==> config.mk <==
export PLATFORM = sky130hd
export DESIGN_NAME = imem_boot_loader
export DESIGN_NICKNAME = d
export VERILOG_FILES = /design/src/rtl/imem_boot_loader.sv
export SDC_FILE = /design/constraint.sdc
export NUM_CORES = 1
export LEC_CHECK = 0
export ABC_AREA = 1
export CORE_MARGIN = 1.5
export CORE_UTILIZATION = 50
export CTS_CLUSTER_SIZE = 14
export DETAILED_ROUTE_END_ITERATION = 12
export PLACE_DENSITY = 0.73
export SKIP_LAST_GASP = 1
export SLEW_MARGIN = 20
export SYNTH_ARGS = -nofsm -noshare
export SYNTH_HDL_FRONTEND = slang
export SYNTH_SLANG_ARGS = --single-unit
==> constraint.sdc <==
create_clock -name fun_clk -period 2.3 [get_ports fun_clk]
set_clock_uncertainty 0.15 [all_clocks]
set_input_delay 0.23 -clock fun_clk [delete_from_list [all_inputs] [get_ports fun_clk]]
set_output_delay 0.23 -clock fun_clk [all_outputs]
set_load 0.02 [all_outputs]
==> src/rtl/imem_boot_loader.sv <==
// Instruction-memory boot loader: parses a byte stream (16-bit word count,
// little-endian 32-bit words, 8-bit additive checksum), writes each word into
// instruction memory, and holds the CPU in reset until a good load completes.
module imem_boot_loader #(
    parameter int ADDR_W = 8
) (
    input  logic              fun_clk,
    input  logic              fun_rst,
    input  logic [7:0]        byte_data,
    input  logic              byte_valid,
    output logic              byte_ready,
    output logic              imem_we,
    output logic [ADDR_W-1:0] imem_addr,
    output logic [31:0]       imem_wdata,
    output logic              cpu_rst,
    output logic              load_done,
    output logic              load_err
);

    typedef enum logic [2:0] {
        LEN0,
        LEN1,
        DATA,
        WRITE,
        CSUM,
        DONE,
        ERR
    } state_t;

    // Largest legal word count; 17 bits so that 2^16 is representable.
    localparam logic [16:0] CAPACITY = 17'(1) << ADDR_W;

    state_t            state_q, state_d;
    logic [15:0]       n_q, n_d;
    logic [ADDR_W-1:0] idx_q, idx_d;
    logic [31:0]       asm_q, asm_d;
    logic [1:0]        bcnt_q, bcnt_d;
    logic [7:0]        sum_q, sum_d;
    logic [ADDR_W-1:0] addr_q, addr_d;
    logic [31:0]       wdata_q, wdata_d;

    logic [15:0]       n_full;
    logic              last_word;

    // Write port is registered so address/data hold after the strobe drops.
    assign imem_addr  = addr_q;
    assign imem_wdata = wdata_q;

    // State and datapath registers, cleared by synchronous reset.
    always_ff @(posedge fun_clk) begin
        if (fun_rst) begin
            state_q <= LEN0;
            n_q     <= '0;
            idx_q   <= '0;
            asm_q   <= '0;
            bcnt_q  <= '0;
            sum_q   <= '0;
            addr_q  <= '0;
            wdata_q <= '0;
        end else begin
            state_q <= state_d;
            n_q     <= n_d;
            idx_q   <= idx_d;
            asm_q   <= asm_d;
            bcnt_q  <= bcnt_d;
            sum_q   <= sum_d;
            addr_q  <= addr_d;
            wdata_q <= wdata_d;
        end
    end

    // Next-state logic and state-decoded outputs.
    always_comb begin
        state_d    = state_q;
        n_d        = n_q;
        idx_d      = idx_q;
        asm_d      = asm_q;
        bcnt_d     = bcnt_q;
        sum_d      = sum_q;
        addr_d     = addr_q;
        wdata_d    = wdata_q;
        byte_ready = 1'b0;
        imem_we    = 1'b0;
        cpu_rst    = 1'b1;
        load_done  = 1'b0;
        load_err   = 1'b0;
        n_full     = {byte_data, n_q[7:0]};
        last_word  = (32'(idx_q) == (32'(n_q) - 32'd1));

        case (state_q)
            LEN0: begin
                byte_ready = 1'b1;
                if (byte_valid) begin
                    n_d[7:0] = byte_data;
                    state_d  = LEN1;
                end
            end
            LEN1: begin
                byte_ready = 1'b1;
                if (byte_valid) begin
                    n_d[15:8] = byte_data;
                    if ({1'b0, n_full} > CAPACITY) begin
                        state_d = ERR;
                    end else if (n_full == 16'd0) begin
                        state_d = CSUM;
                    end else begin
                        state_d = DATA;
                    end
                end
            end
            DATA: begin
                byte_ready = 1'b1;
                if (byte_valid) begin
                    // Bytes enter at the top so byte 0 ends up in bits 7:0.
                    asm_d  = {byte_data, asm_q[31:8]};
                    sum_d  = sum_q + byte_data;
                    bcnt_d = bcnt_q + 2'd1;
                    if (bcnt_q == 2'd3) begin
                        addr_d  = idx_q;
                        wdata_d = {byte_data, asm_q[31:8]};
                        state_d = WRITE;
                    end
                end
            end
            WRITE: begin
                imem_we = 1'b1;
                if (last_word) begin
                    state_d = CSUM;
                end else begin
                    idx_d   = idx_q + ADDR_W'(1);
                    state_d = DATA;
                end
            end
            CSUM: begin
                byte_ready = 1'b1;
                if (byte_valid) begin
                    state_d = (byte_data == sum_q) ? DONE : ERR;
                end
            end
            DONE: begin
                cpu_rst   = 1'b0;
                load_done = 1'b1;
            end
            ERR: begin
                load_err = 1'b1;
            end
            default: begin
                state_d = LEN0;
            end
        endcase
    end

endmodule

* Yosys cells after proc, flatten, opt, wreduce, memory -nomap -nowiden
Cells that the tools add are included.
** Word-level totals
- Flip-flop bits (word level) :: 109
- Bits of input ports :: 11
- Logic and storage cells :: 55
** Cells by class
- $add $sub $neg :: 4
- Order comparisons :: 1
- Eq/ne operators :: 14
- Muxes and demuxes :: 15
- Bitwise logic cells :: 2
- Reduce and logical (&&, ||, !) cells :: 10
** Operators with widths (count)
- 8-bit by 32-bit == test with 1-bit output :: 1
- 3-bit two-way mux :: 8
- 3-bit one-hot mux with 6 select lines :: 1
- 16-bit by 1-bit subtractor with 17-bit output, second input constant :: 1
- 16-bit by 9-bit greater-than comparator with 1-bit output, second input constant :: 1
- 16-bit logical NOT :: 1
- 2-bit inequality test, second input constant :: 5
- 3-bit == test, second input constant :: 3
- 8-bit by 1-bit adder with 8-bit output, second input constant :: 1
- 8-bit adder :: 1
- 8-bit == test :: 1
- 2-bit AND reduction :: 4
- 3-bit by 2-bit == test with 1-bit output, second input constant :: 2
- 6-bit AND reduction :: 1
- 1-bit two-way mux :: 5
- 4-bit OR reduction :: 1
- 3-bit by 1-bit == test with 1-bit output, second input constant :: 1
- 3-bit logical NOT :: 1
- 3-bit AND reduction :: 1
- 2-bit by 1-bit adder with 2-bit output, second input constant :: 1
- 2-bit == test, second input constant :: 1
- 2-bit two-way mux :: 1
- 1-bit NOT :: 2
- 2-bit OR reduction :: 1

* Logic depth before layout (Yosys ltp)
Gate-level depths: netlist (run 1).
- Depth in word-level cells :: 5
- Gate-level depth with buffers :: 17
- Mapped depth without buffers :: 17

* Least setup slack after synthesis (run 1)
Ideal clock, no wire load.
- Path type :: register -> register
- From :: register sum_q[0]
- To :: register sum_q[6]
- Setup time :: 0.117 ns
- Arrival :: 1.607 ns
- Required time :: 2.033 ns
- Path slack :: 0.426 ns
- Cell stages (with the launch flop) :: 12
- Period minus slack after synthesis :: 1.874 ns
- Path through :: dfxtp_1 ha_1 inv_1 fa_1 o21ai_0 a21oi_1 inv_1 a21oi_1 nand2_1 nand2_1 o221ai_1 inv_1
** On the way
- Cells in the longest elaborated chain, start to end :: 1
** Ends and longest elaborated chain
- from (decl) :: line 38 : logic [7:0] sum_q, sum_d;
- from (signal assigned) :: line 66 : sum_q <= sum_d;
- 8-bit adder :: line 116 : sum_d = sum_q + byte_data;
Every way passes these cells.
A chain may end at the register's enable or synchronous reset.

* Worst setup path after layout (run 1)
- From :: register state_q[0]
- To :: output port imem_we
** On the way
- Cells in the longest elaborated chain, start to end :: 2
** Ends and longest elaborated chain
- from (decl) :: line 33 : state_t state_q, state_d;
- from (signal assigned) :: line 61 : state_q <= state_d;
- 3-bit by 2-bit == test with 1-bit output :: line 90 : case (state_q)
- 1-bit two-way mux :: line 90
- to (decl) :: line 12 : output logic imem_we,
Every way passes these cells.

==> flow_metrics.env, run 1 <==
export IMPL_status="finished, final reports clean"
export IMPL_place_hpwl_um=8340
export IMPL_postSynthAreaPerCell_um2=7.00
export IMPL_async_reset_ff_frac=0
export IMPL_syn_nets=693
export IMPL_fp_coreArea_um2=9150
export IMPL_hold_violations=0
export IMPL_yosysMostFrequentCell="nand2_1"
export IMPL_worst_ep_required_time_ps=1920
export IMPL_crit_type="reg2out"
export IMPL_finalInstanceArea_um2=5660
export IMPL_power_density_nw_per_um2=716
export IMPL_grt_pass1_wl_um=19700
export IMPL_rows=35
export IMPL_finalPower_mw=4.06
export IMPL_drv_slew=0
export IMPL_yosysUniqueCellTypes=31
export IMPL_syn_instance_count=671
export IMPL_timing_rr_start="n_q[0]$_SDFFE_PP0P_"
export IMPL_routedWlPerCell_um=14.0
export IMPL_cts_sinks=101
export IMPL_r2r_end="idx_q[6]$_SDFFE_PP0P_"
export IMPL_whs_path_depth=4
export IMPL_grt_max_degree=72
export IMPL_detail_route_antenna_nets=0
export IMPL_ctsLongestPathBuffers=2
export IMPL_crit_path_start_kind="register"
export IMPL_yosys_top_cells_area="dfxtp_1 (43%), nand2_1 (14%), a21oi_1 (11%)"
export IMPL_pin_count=56
export IMPL_initial_core_util=0.513
export IMPL_via_per_inst=5.32
export IMPL_synth_top_area_cell="dfxtp_1"
export IMPL_cts_max_level=3
export IMPL_layout_drive_gt1_share=0.0868
export IMPL_cts_buffers=9
export IMPL_grt_pass1_vias=4181
export IMPL_holdCritPathClass="in2reg"
export IMPL_yosysTopAreaCellShare=0.430
export IMPL_max_cap_viol_count=0
export IMPL_arrival_ps=1840
export IMPL_via_count=4508
export IMPL_cp_end_kind="output port"
export IMPL_drt_iter0_drc=236
export IMPL_layout_min_cycle_time_ps=2220
export IMPL_finalNonFillerCells=848
export IMPL_r2r_cells=15
export IMPL_die_area_um2=9980
export IMPL_area_growth_pct=20.6
export IMPL_setup_tns_ps=0
export IMPL_die_x_um=99.9
export IMPL_routabilityCongestion=0.924
export IMPL_clk_latency_ps=370
export IMPL_synth_edf_count=0
export IMPL_setup_viol=0
export IMPL_clk_pin_slew_worst_paths_ps=100
export IMPL_dp_cells=830
export IMPL_ys_ff_latch=101
export IMPL_nFillCells=836
export IMPL_cts_root_buf="clkbuf_8"
export IMPL_portBuffers=55
export IMPL_n_antenna_cell=0
export IMPL_hp_start="fun_rst"
export IMPL_hold_buffers=0
export IMPL_peakVddDrop_v=0.000348
export IMPL_place_area_um2=5440
export IMPL_p_leak_nw=2.26
export IMPL_nNetsFinal=755
export IMPL_relSlewSlack=0.402
export IMPL_max_freq_mhz=451
export IMPL_drtPass1Iterations=6
export IMPL_r2r_slack_ps=150
export IMPL_synth_ff_type="dfxtp_1"
export IMPL_drc=0
export IMPL_cts_tree="yes"
export IMPL_path_max_fanout=7
export IMPL_holdPathEnd="sum_q[1]$_SDFFE_PP0P_"
export IMPL_die_y_um=99.9
export IMPL_synth_area_um2=4700
export IMPL_yosysWarnings=0
export IMPL_drt_wl_total_um=11900
export IMPL_rsz0062_at_grt="yes"
export IMPL_yosysSeqAreaShare=0.430
export IMPL_post_route_period_util=0.965
export IMPL_worst_pin_slew_ps=897
export IMPL_synth_top_cells_by_count="nand2_1 (180), a21oi_1 (101), dfxtp_1 (101)"
export IMPL_globalRoute_totalOverflow=0
export IMPL_grt_usage=0.245
export IMPL_antenna_found_initial=0
==> worst max-delay path, cell delays in order (launching register included) <==
cell,delay (ps)
dfxtp_1,450
nand2_1,140
nor2_1,230
clkdlybuf4s50_1,650
==> cell type report <==
class / count / area, um2 / share of cell area
clock buffer: 9 / 124 / 0.0219
timing repair buffer: 83 / 757 / 0.134
inverter: 60 / 228 / 0.0402
tap: 111 / 139 / 0.0245
multi-input combinational: 478 / 2330 / 0.412
sequential: 101 / 2020 / 0.357
clock inverter: 6 / 60.1 / 0.0106
==> kinds of logic after synthesis <==
family,after synthesis,synth area share
simple gates,312,0.280
buf+inv,93,0.0780
flops,101,0.430
xor+xnor,15,0.0280
compound gates,139,0.153
fa+ha+maj,11,0.0309
==> what timing repair did <==
| action | in CTS | in global routing |
|---|---|---|
| cloned | 0 | 1 |
| setup buffers | 0 | 2 |
| setup endpoints to repair | 1 | 11 |
| resized for setup | 1 | 5 |
| pin swaps | 0 | 2 |
==> through the flow <==
step | hold slack [ps] | utilization | setup slack, ps
final | 212 | 0.619 | 81.6
after global routing | 260 | 0.619 | 2.23
after CTS | 219 | 0.614 | 43.7
after detailed placement | 300 | 0.594 | -58.7
after global placement | 292 | 0.594 | -27.5
after floorplan | 207 | - | 426
==> state kept, by name, summed over array words and instances, names as in the netlist <==
name	count
sum_q	8
idx_q	8
n_q	16
imem_wdata	32
state_q	3
imem_addr	8
asm_q	24
bcnt_q	2
==> cells in the final DEF (no fill, tap or decap), types with 2 or more instances in the layout <==
cell type / netlist / layout
nand2_1: 180 / 180
a21oi_1: 101 / 101
dfxtp_1: 101 / 100
nand3_1: 62 / 62
inv_1: 58 / 58
clkdlybuf4s50_1: 0 / 52
nor2_1: 48 / 46
o21ai_0: 30 / 30
buf_4: 0 / 28
xor2_1: 10 / 10
nor2_2: 7 / 9
ha_1: 10 / 9
clkbuf_8: 0 / 9
xnor2_1: 5 / 5
nand2_2: 3 / 4
nor3_1: 3 / 3
nand4_1: 3 / 3
o211ai_1: 3 / 3
clkinv_4: 0 / 3
nor4_1: 2 / 2
o21a_1: 2 / 2
inv_6: 0 / 2
==> power by group <==
part           internal (mW)  total, mW  switching, mW  leakage [nW]
clock network          0.410       1.07          0.655        0.0930
logic                  0.386       1.07          0.681          1.35
registers               1.83       1.92         0.0904         0.817
total                   2.63       4.06           1.43          2.26
==> how the worst max path moves through the flow <==
stage                            start                    end  slack [ps]
4_1_cts            n_q[0]$_SDFFE_PP0P_  idx_q[7]$_SDFFE_PP0P_          40
5_1_grt            n_q[2]$_SDFFE_PP0P_  idx_q[4]$_SDFFE_PP0P_           2
3_5_place_dp              byte_data[0]  sum_q[6]$_SDFFE_PP0P_         -60
2_1_floorplan    sum_q[0]$_SDFFE_PP0P_  sum_q[6]$_SDFFE_PP0P_         430
3_3_place_gp              byte_data[0]  sum_q[6]$_SDFFE_PP0P_         -30
6_report       state_q[0]$_SDFFE_PP0P_                imem_we          80
==> routing by layer <==
layer  part of all wire  vias up  global-route usage
met1               0.48     2098               0.338
met5                  0        -                   0
met3              0.032       11              0.0292
met2               0.48       95               0.402
li1                   -     2304                   -
met4              0.011        0              0.0791
No activity file was read; power rests on OpenSTA's default activity.
==> run 2, diff against run 1 <==
--- a/config.mk
+++ b/config.mk
@@ -10,3 +10,2 @@
 export CORE_UTILIZATION = 50
-export CTS_CLUSTER_SIZE = 14
 export DETAILED_ROUTE_END_ITERATION = 12
==> constraint.sdc (replaced) <==
create_clock -name fun_clk -period 2.3 [get_ports fun_clk]
set_clock_uncertainty 0.15 [all_clocks]
set_input_delay 0.345 -clock fun_clk [delete_from_list [all_inputs] [get_ports fun_clk]]
set_output_delay 0.345 -clock fun_clk [all_outputs]
set_load 0.02 [all_outputs]
==> run 2 against run 1 <==
Design area grew 0.77%. Total power grew 1.3%. Wire length shrank 1.5%. Critical endpoint is now sum_q[6]$_SDFFE_PP0P_. Largest power group unchanged. Via count shrank 0.24%. Worst hold slack gained 96 ps. Register-to-register slack gained 40 ps.
==> flow_metrics.env, run 2 (synthesis results as in run 1) <==
export IMPL_status="finished, final reports clean"
export IMPL_clk_latency_ps=370
export IMPL_portBuffers=55
export IMPL_holdCritPathClass="in2reg"
export IMPL_drt_iter0_drc=257
export IMPL_mostFrequentLayoutCells="nand2_1 (180), a21oi_1 (100), dfxtp_1 (97), nand3_1 (62), inv_1 (57)"
export IMPL_die_x_um=99.9
export IMPL_utilization=0.624
export IMPL_rows=35
export IMPL_pin_count=56
export IMPL_layout_min_cycle_time_ps=2160
export IMPL_relSlewSlack=0.534
export IMPL_hold_violations=0
export IMPL_crit_family="buffers and inverters"
export IMPL_die_y_um=99.9
export IMPL_routabilityCongestion=0.957
export IMPL_path_max_fanout=2
export IMPL_r2r_end="state_q[1]$_SDFFE_PP0P_"
export IMPL_whs_path_depth=4
export IMPL_crit_path_start_kind="input pin"
export IMPL_seqPwrFrac=0.469
export IMPL_clk_pin_slew_worst_paths_ps=100
export IMPL_max_freq_mhz=463
export IMPL_detail_route_antenna_nets=0
export IMPL_nFillCells=835
export IMPL_rsz0062_at_grt="no"
export IMPL_sw_frac_of_total=0.349
export IMPL_cts_root_buf="clkbuf_8"
export IMPL_mostFrequentLayoutCell="nand2_1"
export IMPL_worst_ep_required_time_ps=2410
export IMPL_place_hpwl_um=8310
export IMPL_nNetsFinal=757
export IMPL_cp_num_buf_inv=4
export IMPL_grt_usage=0.242
export IMPL_finalPower_mw=4.11
export IMPL_layout_drive_gt1_share=0.0986
export IMPL_critPathMaxStageDelay_ps=490
export IMPL_via_count=4497
export IMPL_die_area_um2=9980
export IMPL_largest_reg_flops=32
export IMPL_holdPathEnd="sum_q[1]$_SDFFE_PP0P_"
export IMPL_arrival_ps=2270
export IMPL_p_leak_nw=2.30
export IMPL_max_cap_viol_count=0
export IMPL_grt_pass1_wl_um=19500
export IMPL_post_route_period_util=0.939
export IMPL_area_growth_pct=21.5
export IMPL_drv_slew=0
export IMPL_initial_core_util=0.513
export IMPL_hp_start="fun_rst"
export IMPL_pwr_share_comb=0.257
export IMPL_routedWlPerCell_um=13.8
export IMPL_multi_input_area_um2=2340
export IMPL_power_density_nw_per_um2=720
export IMPL_slowest_stage="clkdlybuf4s50_1"
export IMPL_peakVddDrop_v=0.000357
export IMPL_crit_type="in2reg"
export IMPL_drt_wl_total_um=11700
export IMPL_r2r_slack_ps=190
export IMPL_cts_max_level=3
export IMPL_p_switching_mw=1.44
export IMPL_drc=0
export IMPL_setup_viol=0
export IMPL_path_cells="clkdlybuf4s50_1 -> ha_1 -> inv_1 -> fa_1 -> o21ai_0 -> a21oi_1 -> inv_1 -> a21oi_1 -> nand2_1 -> nand2_1 -> o221ai_1 -> inv_1"
export IMPL_cts_buffers=9
export IMPL_grt_max_degree=72
export IMPL_antenna_found_initial=0
export IMPL_clockPowerShare=0.273
export IMPL_p_int_mw=2.68
export IMPL_ctsLongestPathBuffers=2
export IMPL_cts_sinks=101
export IMPL_via_per_inst=5.28
export IMPL_critPathMostFrequentCell="inv_1"
export IMPL_drtPass1Iterations=5
export IMPL_holdWs_ps=309
export IMPL_grt_pass1_vias=4118
export IMPL_hold_buffers=0
export IMPL_cts_tree="yes"
export IMPL_r2r_cells=15
export IMPL_cp_end_kind="register"
export IMPL_worst_pin_slew_ps=699
export IMPL_timing_rr_start="n_q[1]$_SDFFE_PP0P_"
export IMPL_crit_cells=12
export IMPL_seq_area_um2=2030
export IMPL_n_antenna_cell=0
export IMPL_globalRoute_totalOverflow=0
export IMPL_fp_coreArea_um2=9150
[run 2: cell types whose count changed in the layout (fill, tap and decap cells not counted), sizes merged]
| cell | delta |
|---|---|
| clkdlybuf4s50 | -2 |
| dlygate4sd2 | +2 |
| clkbuf | +1 |
| buf | +2 |
| clkinv | -1 |
| inv | +1 |
[run 2: power groups by stage]
stage / registers [mW] / logic, mW / clock network, mW
final: 1.93 / 1.06 / 1.12
after floorplan: 1.94 / 0.774 / 0
after CTS: 1.92 / 1.03 / 1.15
after detailed placement: 1.96 / 1.02 / 0
after global placement: 1.96 / 1.01 / 0
after global routing: 1.94 / 1.20 / 1.23
[run 2: tightest hold or removal path, cell delays in order]
cell and delay [ps]:
buf_2 100, inv_1 170, o21ai_0 120, a21oi_1 40
[run 2: how the worst max path moves through the flow]
stage                                  from               endpoint  slack (ps)
global placement               byte_data[0]  sum_q[6]$_SDFFE_PP0P_        -190
detailed placement             byte_data[0]  sum_q[6]$_SDFFE_PP0P_        -230
CTS                 state_q[0]$_SDFFE_PP0P_              load_done          40
floorplan                      byte_data[0]  sum_q[6]$_SDFFE_PP0P_         390
finish                         byte_data[0]  sum_q[6]$_SDFFE_PP0P_         140
global route            n_q[1]$_SDFFE_PP0P_  idx_q[4]$_SDFFE_PP0P_           9
[run 2: repair_timing]
action,in CTS,in global routing
cloned,0,1
buffers inserted,0,1
pin swaps,0,3
resized for setup,3,11
endpoints found under the hold margin,0,0
setup endpoints to repair,3,12
[run 2: stage by stage]
stage               TNS, ps  cells  instance area [um2]  worst slack, ps
floorplan                 0    671                 4700              391
global placement       -349    833                 5460             -187
detailed placement     -445    833                 5460             -235
CTS                       0    849                 5660             42.8
global route              0    851                 5710             9.39
finish                    0    851                 5710              140
[run 2: layer usage]
metal  routed length [um]  GRT usage
met1                 5400      0.325
met2                 5610      0.400
met3                  536     0.0411
met4                  188     0.0769
met5                    0          0
[run 2: layout make-up]
cell class	instances	area share
Clock buffer	10	0.0241
Clock inverter	6	0.0118
Inverter	60	0.0399
Multi-Input combinational cell	478	0.410
Sequential cell	101	0.355
Tap cell	111	0.0243
Timing Repair Buffer	85	0.135
==> run 3, diff against run 2 <==
Settings changed: GPL_TIMING_DRIVEN from default to 0.
Clock period 2.3 ns to 2.17 ns, I/O delays scaled along.
==> run 3 against run 2 <==
Flip-flop and latch count did not move. Sequential power grew 6%. Via count is 0.73% higher. Cell count up 0.47%. First-iteration DRC count fell by 23%. Non-clock buffer count rose by 4. Die area stayed put. Combinational power up 13%. Worst setup slack lost 100 ps. Design area is 0.24% higher. Critical path depth shrank 9. Sequential share of layout area about the same.
==> flow_metrics.env, run 3 (synthesis results as in run 1) <==
export IMPL_status="finished, final reports clean"
export IMPL_slowest_stage="dfxtp_1"
export IMPL_max_cap_viol_count=0
export IMPL_drv_slew=0
export IMPL_place_area_um2=5380
export IMPL_hold_buffers=0
export IMPL_detail_route_antenna_nets=0
export IMPL_portBuffers=54
export IMPL_drt_iter0_drc=198
export IMPL_arrival_ps=1660
export IMPL_relSlewSlack=0.620
export IMPL_utilization=0.625
export IMPL_place_hpwl_um=8800
export IMPL_drt_wl_total_um=11900
export IMPL_crit_path_start_kind="register"
export IMPL_cp_end_kind="output port"
export IMPL_worst_pin_slew_ps=565
export IMPL_via_per_inst=5.30
export IMPL_n_antenna_cell=0
export IMPL_grt_max_degree=19
export IMPL_die_x_um=99.9
export IMPL_cts_root_buf="clkbuf_8"
export IMPL_mostFrequentLayoutCells="nand2_1 (173), a21oi_1 (98), dfxtp_1 (97), nand3_1 (62), inv_1 (53)"
export IMPL_globalRoute_totalOverflow=0
export IMPL_finalInstanceArea_um2=5720
export IMPL_clk_pin_slew_worst_paths_ps=100
export IMPL_initial_core_util=0.513
export IMPL_via_count=4530
export IMPL_drtPass1Iterations=5
export IMPL_drc=0
export IMPL_post_route_period_util=0.982
export IMPL_fp_coreArea_um2=9150
export IMPL_die_area_um2=9980
export IMPL_area_growth_pct=21.8
export IMPL_power_density_nw_per_um2=766
export IMPL_grt_usage=0.245
export IMPL_cts_max_level=3
export IMPL_cts_buffers=9
export IMPL_peakVddDrop_v=0.000429
export IMPL_layout_min_cycle_time_ps=2130
export IMPL_setup_viol=0
export IMPL_rows=35
export IMPL_grt_pass1_wl_um=19500
export IMPL_dp_cells=836
export IMPL_routedWlPerCell_um=13.9
export IMPL_routabilityCongestion=0.890
export IMPL_cts_sinks=101
export IMPL_path_cells="nand2_1 -> nor2_1 -> dlygate4sd2_1"
export IMPL_ctsLongestPathBuffers=2
export IMPL_mostFrequentLayoutCell="nand2_1"
export IMPL_holdCritPathClass="in2reg"
export IMPL_max_freq_mhz=469
export IMPL_p_leak_nw=2.23
export IMPL_clk_latency_ps=370
export IMPL_worst_ep_required_time_ps=1690
export IMPL_critPathMaxStageDelay_ps=420
export IMPL_cts_tree="yes"
export IMPL_die_y_um=99.9
export IMPL_antenna_found_initial=0
export IMPL_largest_reg_flops=32
export IMPL_pin_count=56
export IMPL_crit_type="reg2out"
export IMPL_path_max_fanout=5
export IMPL_finalNonFillerCells=855
export IMPL_rsz0062_at_grt="yes"
export IMPL_nNetsFinal=761
export IMPL_grt_pass1_vias=4219
export IMPL_hold_violations=0
export IMPL_layout_drive_gt1_share=0.0914
## run 3: cell count changes in the layout (fill, tap and decap cells not counted), sizes merged
cell	delta
clkbuf	+28
buf	-24
clkdlybuf4s50	-5
clkinvlp	+1
dlygate4sd2	+3
clkinv	-1
dlymetal6s2s	+2
## run 3: report_power, final
| part | internal (mW) | switching [mW] | leakage [nW] |
|---|---|---|---|
| combinational | 0.430 | 0.766 | 1.32 |
| sequential | 1.95 | 0.105 | 0.819 |
| clock | 0.442 | 0.693 | 0.0909 |
## run 3: what timing repair did
item,4_1_cts,5_1_grt
buffers inserted,0,3
pin swaps,1,16
cloned,0,1
endpoints found under the setup margin,16,25
gates resized for setup,9,41
## run 3: cell type report
cell class | instances | area (um2)
Multi-Input combinational cell | 478 | 2410
Fill cell | 850 | 3430
Timing Repair Buffer | 57 | 576
Tap cell | 111 | 139
Clock inverter | 6 | 56.3
Inverter | 60 | 238
Clock buffer | 10 | 128
Sequential cell | 101 | 2030
Buffer | 32 | 140
## run 3: worst paths after layout
kind | depth (start not counted) | slack, ps | endpoint | startpoint
setup reg to reg | 15 | 90 | idx_q[5]$_SDFFE_PP0P_ | n_q[0]$_SDFFE_PP0P_
hold reg to reg | 2 | 320 | imem_wdata[21]$_SDFFE_PP0P_ | imem_wdata[21]$_SDFFE_PP0P_
hold / removal | 3 | 200 | asm_q[25]$_SDFFE_PP0P_ | byte_data[1]
setup / recovery | 3 | 40 | imem_we | state_q[1]$_SDFFE_PP0P_
## run 3: critical path: cells and delay by family (launching register included)
| family | cells | cell delay (ps) |
|---|---|---|
| simple gates | 2 | 460 |
| flops | 1 | 420 |
| buf+inv | 1 | 400 |
## run 3: metal layers
| layer | track usage | routed length (um) | vias up |
|---|---|---|---|
| met4 | 0.0986 | 228 | 0 |
| li1 | - | - | 2321 |
| met1 | 0.322 | 5610 | 2086 |
| met5 | 0 | 0 | - |
| met2 | 0.407 | 5610 | 105 |
| met3 | 0.0334 | 425 | 18 |
## run 3: metrics by stage
step / hold WS [ps] / setup slack (ps) / TNS [ps] / power (mW)
finish: 199 / 38.7 / 0 / 4.38
global route: 209 / -29.9 / -96.7 / 4.64
CTS: 215 / -123 / -123 / 4.25
detailed placement: 303 / -662 / -2880 / 3.13
global placement: 298 / -641 / -2430 / 3.11
floorplan: 279 / 280 / 0 / 2.87
==> patch 1, RTL diff (settings of run 2) <==
The 7 states of `state_t` get a Gray code encoding in 3 bits.
--- a/src/rtl/imem_boot_loader.sv
+++ b/src/rtl/imem_boot_loader.sv
@@ -20,9 +20,9 @@
     typedef enum logic [2:0] {
-        LEN0,
-        LEN1,
-        DATA,
-        WRITE,
-        CSUM,
-        DONE,
-        ERR
+        LEN0  = 3'b000,
+        LEN1  = 3'b001,
+        DATA  = 3'b011,
+        WRITE = 3'b010,
+        CSUM  = 3'b110,
+        DONE  = 3'b111,
+        ERR   = 3'b101
     } state_t;
Behaviour: no difference found for any inputs over 10 cycles, from zero or initial values and one cycle with fun_rst high; not proved beyond that.
==> patch 1 against run 2 <==
Die area rose by 0.67%. Core utilization increased by 0.34 points. First-iteration DRC count decreased by 6.6%. Critical path type is now flop to primary output. Combinational power is 26% lower. Fmax down 4.2%. Clock power fell by 4%. Sequential power down 4%. Final area grew 1.0%. Synthesized area increased by 0.69%. Worst setup slack worse by 0.095 ns. Sequential cell count unchanged. Power decreased by 9.5%. Wire length increased by 2.9%.
==> patch 1: results (changes against run 2) <==
----------------------------------------------------
[Status]
  Run status ... completed

[Synth]
  Synthesized-area fraction occupied by ao, oa, aoi and oai cells ... 0.173 (+0.0201)
  Register area share after synthesis ... 0.428 (-0.00296)
  Ranking of synthesized cells by instance count ... nand2_1, nor2_1, dfxtp_1
  Yosys cell types ... 32 (+3.2%)
  Xor and xnor fraction of the mapped netlist area ... 0.0278 (-0.000192)
  Share of Yosys cell area claimed by the top area cell type ... 0.428 (-0.00296)
  Count of synthesis-stage warnings from yosys ... 0 (unchanged)
  Syn_nets ... 702 (+1.3%)
  Leading cell types by total area after synthesis ... dfxtp_1, nand2_1, nor2_1, a21oi_1, o21ai_0

[Placed design]
  Number of buffers added on ports ... 55 (unchanged)
  Cell area after placement ... 0.00553 mm2 (+1.3%)
  Gpl congestion ... 0.961 (+0.46%)
  Post-Place Worst Slack ... -0.190 ns (+0.0444 ns)

[Global route]
  Vias in the first global route ... 4,409 (+7.1%)
  Largest net degree at the start of global routing ... 62 (-14%)
  Global-route wire length before repair ... 20,300 um (+4.1%)

[Setup path]
  CP Max Fanout ... 4 (+2)
  Critical Path Max Stage Delay ... 0.66 ns (+0.17 ns)

[Power and ir drop]
  Max IR drop VDD ... 0.307 mV (-14%)
  Cell leakage power ... 2.52 nW (+9.6%)
  Net switching power ... 1.23 mW (-15%)

[Final layout]
  Final-stage net count ... 768 (+1.5%)
  Count of fill cells added during filler insertion ... 849 (+1.7%)
  Proportion of layout cells with a drive suffix above 1 ... 0.0972 (-0.00144)

[Drt]
  Number of vias after detailed routing ... 4,614 (+2.6%)
  DRC marker count from the first detailed-route iteration ... 240 (-6.6%)
  Total wire length after detailed routing ... 12,100 um (+2.9%)

[Timing]
  Slew HR ... 0.697 (+0.163)

[Hold path]
  Min-Delay Path Class ... flop to flop

----------------------------------------------------
## patch 1: cell count changes after synthesis, moves of 5 or more
cell,run 2,this run
nor2_2,7,12
nor2_1,48,124
nand2_1,180,137
a21oi_1,101,74
nand3_1,62,25
o21ai_0,30,69
inv_1,58,51
## patch 1: per-layer routing
metal	routed length (um)	GRT usage	vias to the layer above
met3	423	0.0334	17
met5	0	0	-
met1	5620	0.331	2170
li1	-	-	2329
met4	211	0.0975	0
met2	5820	0.416	98
## patch 1: stage by stage
step / hold slack (ns) / TNS, ns / std cells
2_1_floorplan: 0.279 / 0 / 680
3_3_place_gp: 0.296 / -0.153 / 845
3_5_place_dp: 0.306 / -0.228 / 845
4_1_cts: 0.319 / 0 / 861
5_1_grt: 0.336 / -0.0918 / 862
6_report: 0.315 / 0 / 862
## patch 1: power by group through the flow
| stage | logic (mW) | registers, mW | clock network (mW) |
|---|---|---|---|
| floorplan | 0.540 | 1.87 | 0 |
| global placement | 0.735 | 1.89 | 0 |
| detailed placement | 0.747 | 1.89 | 0 |
| CTS | 0.748 | 1.85 | 1.11 |
| global route | 0.880 | 1.86 | 1.17 |
| finish | 0.784 | 1.85 | 1.08 |
## patch 1: cell families after synthesis
| kind of cell | Yosys count |
|---|---|
| xor gates and xnor gates | 15 |
| and+or+nand+nor | 313 |
| buffers and inverters | 84 |
| adders and majority gates | 11 |
| DFF | 101 |
| AOI/OAI and AO/OA | 156 |
## patch 1: path summary, 6_finish.rpt
| kind | slack (ns) | cells past startpoint | to | from |
|---|---|---|---|---|
| worst max register to register | 0.13 | 14 | state_q[0] | n_q[0] |
| worst max-delay path | 0.04 | 4 | imem_we | state_q[0] |
| worst min-delay path | 0.31 | 1 | bcnt_q[0] | bcnt_q[0] |
| worst min register to register | 0.31 | 1 | bcnt_q[0] | bcnt_q[0] |
## patch 1: critical path, delay by kind of cell (launching register included)
kind | cells | cell delay (ns)
buffers and inverters | 2 | 0.77
AND/OR/NAND/NOR | 2 | 0.29
flip-flops | 1 | 0.35
## patch 1: area by class of cell
type | count | area (um2) | area share
timing repair buffer | 84 | 795 | 0.138
multi-input combinational | 496 | 2420 | 0.419
inverter | 54 | 203 | 0.0352
tap | 111 | 139 | 0.0241
sequential | 101 | 2030 | 0.352
clock buffer | 9 | 124 | 0.0215
clock inverter | 7 | 62.6 | 0.0109
## patch 1: timing repair
item,CTS,global route
endpoints found under the setup margin,1,13
setup buffers,0,0
gates resized for setup,2,9
cloned,0,1
hold endpoints to repair,0,0
pin swaps,0,1
==> patch 2, RTL diff (flow settings as in run 2) <==
Made on the original files. Change the parameter `ADDR_W` from 8 to 9.
--- a/src/rtl/imem_boot_loader.sv
+++ b/src/rtl/imem_boot_loader.sv
@@ -4,3 +4,3 @@
 module imem_boot_loader #(
-    parameter int ADDR_W = 8
+    parameter int ADDR_W = 9
 ) (
Interface: changed (resized imem_addr); port bits go from 56 to 57. No check against the original RTL was run, so the function may have changed too.
==> patch 2 against run 2 <==
Sequential cell count increased by 2. Wire length shrank 0.59%. Die area is 0.91% higher. Power grew 1.7%. Final area up 0.88%. First-iteration DRC count down 14%. Worst setup slack got worse by 0.034 ns. Synthesized area is 0.93% higher. Register-to-register slack got worse by 0.02 ns. Critical path type is now flop to primary output.
==> patch 2: results (changes against run 2) <==
----------------------------------------------------
[Synth]
  Ranking of synthesized cells by instance count ... nand2_1, dfxtp_1, nor2_1
  Leading cell types by total area after synthesis ... dfxtp_1, nand2_1, nor2_1, o21ai_0, a21oi_1
  Syn_nets ... 672 (-3.0%)
  Count of synthesis-stage warnings from yosys ... 0 (unchanged)
  Fraction of synthesis flops using an asynchronous set or reset pin ... 0 (unchanged)
  Area leader, netlist ... dfxtp_1
  Yosys cell types ... 35 (+13%)
  Register area share after synthesis ... 0.435 (+0.00447)

[Clock network]
  Maximum number of buffers from clock root to sink ... 2 (unchanged)
  Number of clock buffers inserted by TritonCTS ... 9 (unchanged)
  Number of levels the H-tree was split into ... 3 (unchanged)
  Clock transition at the registers of the reported paths ... 0.11 ns
  Root Driver ... clkbuf_8
  Clock latency of the later-clocked register in the worst-skew pair ... 0.38 ns

[Timing]
  Slew HR ... 0.677 (+0.143)
  Post-Route Setup TNS ... 0 ns (unchanged)

[Final layout]
  Max FFs per register ... 32 (unchanged)
  Count of fill cells added during filler insertion ... 862 (+3.2%)
  Final-stage net count ... 736 (-2.8%)
  Number of antenna diodes ... 0 (unchanged)
  Proportion of layout cells with a drive suffix above 1 ... 0.120 (+0.0210)

[Power and ir drop]
  Cell leakage power ... 2.47 nW (+7.4%)
  Net switching power ... 1.47 mW (+2.6%)
  Max IR drop VDD ... 0.374 mV (+4.8%)

[Global route]
  Largest net degree at the start of global routing ... 70 (-2.8%)
  Number of antenna violations at the first check in global routing ... 0 (unchanged)
  Total track usage ... 0.244 (+0.00178)
  Global-route wire length before repair ... 19,400 um (about the same)
  Vias in the first global route ... 4,160 (+1.0%)

[Setup path]
  CP Max Fanout ... 6 (+4)
  Logic depth of the worst register-to-register path ... 13 (-2)
  Critical path data arrival time ... 1.70 ns (-0.57 ns)
  Register-to-Register Setup Slack ... 0.17 ns (-0.02 ns)
  Launching point of the worst reg2reg path ... n_q[0]
  Worst reg2reg endpoint ... idx_q[2]

[Drt]
  Total wire length after detailed routing ... 11,700 um (-0.59%)
  Number of vias after detailed routing ... 4,307 (-4.2%)
  First-pass iteration count of the detailed router ... 5 (unchanged)
  DRC marker count from the first detailed-route iteration ... 220 (-14%)

[Placed design]
  Number of buffers added on ports ... 56 (+1.8%)
  Half-perimeter wire length after placement ... 8260 um (-0.58%)
  Gpl congestion ... 0.943 (-1.5%)

[Hold path]
  Launch instance of the worst min-delay path ... bcnt_q[0]
  Hold worst-path end ... bcnt_q[0]
  Cell depth of the worst min-delay path ... 1 (-3)
  Min-Delay Path Class ... flop to flop

[Status]
  Run status ... completed

----------------------------------------------------
patch 2: how the worst max path moves through the flow:
stage	end	start	cells past startpoint	slack (ns)
after detailed placement	sum_q[6]	byte_data[0]	12	-0.28
after global routing	load_err	state_q[2]	3	0.004
final	load_err	state_q[2]	3	0.11
after CTS	load_err	state_q[2]	3	-0.003
after floorplan	state_q[1]	n_q[0]	14	0.31
after global placement	sum_q[6]	byte_data[0]	12	-0.16
patch 2: per-layer routing:
layer  share of wire  global-route usage  up-vias
met5               0                   0        -
met4           0.019              0.0758        0
met3           0.029              0.0425       19
met2            0.50               0.432       66
met1            0.46               0.303     2003
li1                -                   -     2219
patch 2: area by class of cell:
| class | instances | share of cell area |
|---|---|---|
| clock inverters | 7 | 0.0141 |
| inverters | 55 | 0.0359 |
| well taps | 111 | 0.0241 |
| clock buffers | 9 | 0.0215 |
| flip-flops and latches | 103 | 0.358 |
| multi-input cells | 461 | 0.410 |
| repair buffers | 84 | 0.136 |
patch 2: cell families (layout without fill, tap and decap cells):
kind of cell               after synthesis  in the layout  share of synthesized area
xor gates and xnor gates                19             19                     0.0383
AOI/OAI and AO/OA                      152            152                      0.171
adders and majority gates               11             11                     0.0306
DFF                                    103            103                      0.435
and+or+nand+nor                        279            279                      0.253
buffers and inverters                   86            155                     0.0726
patch 2: power groups by stage:
stage	registers (mW)	logic, mW	clock network, mW
3_3_place_gp	1.99	1.01	0
5_1_grt	1.97	1.20	1.27
4_1_cts	1.96	1.04	1.19
6_report	1.96	1.06	1.16
3_5_place_dp	2.00	1.03	0
2_1_floorplan	1.97	0.779	0
patch 2: metrics by stage:
step | hold WS [ns] | util | cell area, um2 | setup WS [ns] | cells
6_report | 0.322 | 0.626 | 5760 | 0.105 | 830
5_1_grt | 0.344 | 0.626 | 5760 | 0.00442 | 830
4_1_cts | 0.323 | 0.624 | 5730 | -0.00282 | 830
3_5_place_dp | 0.307 | 0.601 | 5530 | -0.278 | 814
3_3_place_gp | 0.290 | 0.601 | 5530 | -0.160 | 814
2_1_floorplan | 0.279 | - | 4740 | 0.306 | 650
patch 2: timing repair:
item | 4_1_cts | 5_1_grt
setup buffers | 0 | 0
pin swaps | 0 | 2
gates resized for setup | 2 | 6
endpoints found under the setup margin | 1 | 12
gates cloned | 0 | 0
hold endpoints to repair | 0 | 0
patch 2: worst max-delay path, cell delays in order, from the launching register on:
cell and delay, ns:
dfxtp_2 0.41, inv_1 0.10, nor3_1 0.19, clkdlybuf4s50_1 0.63
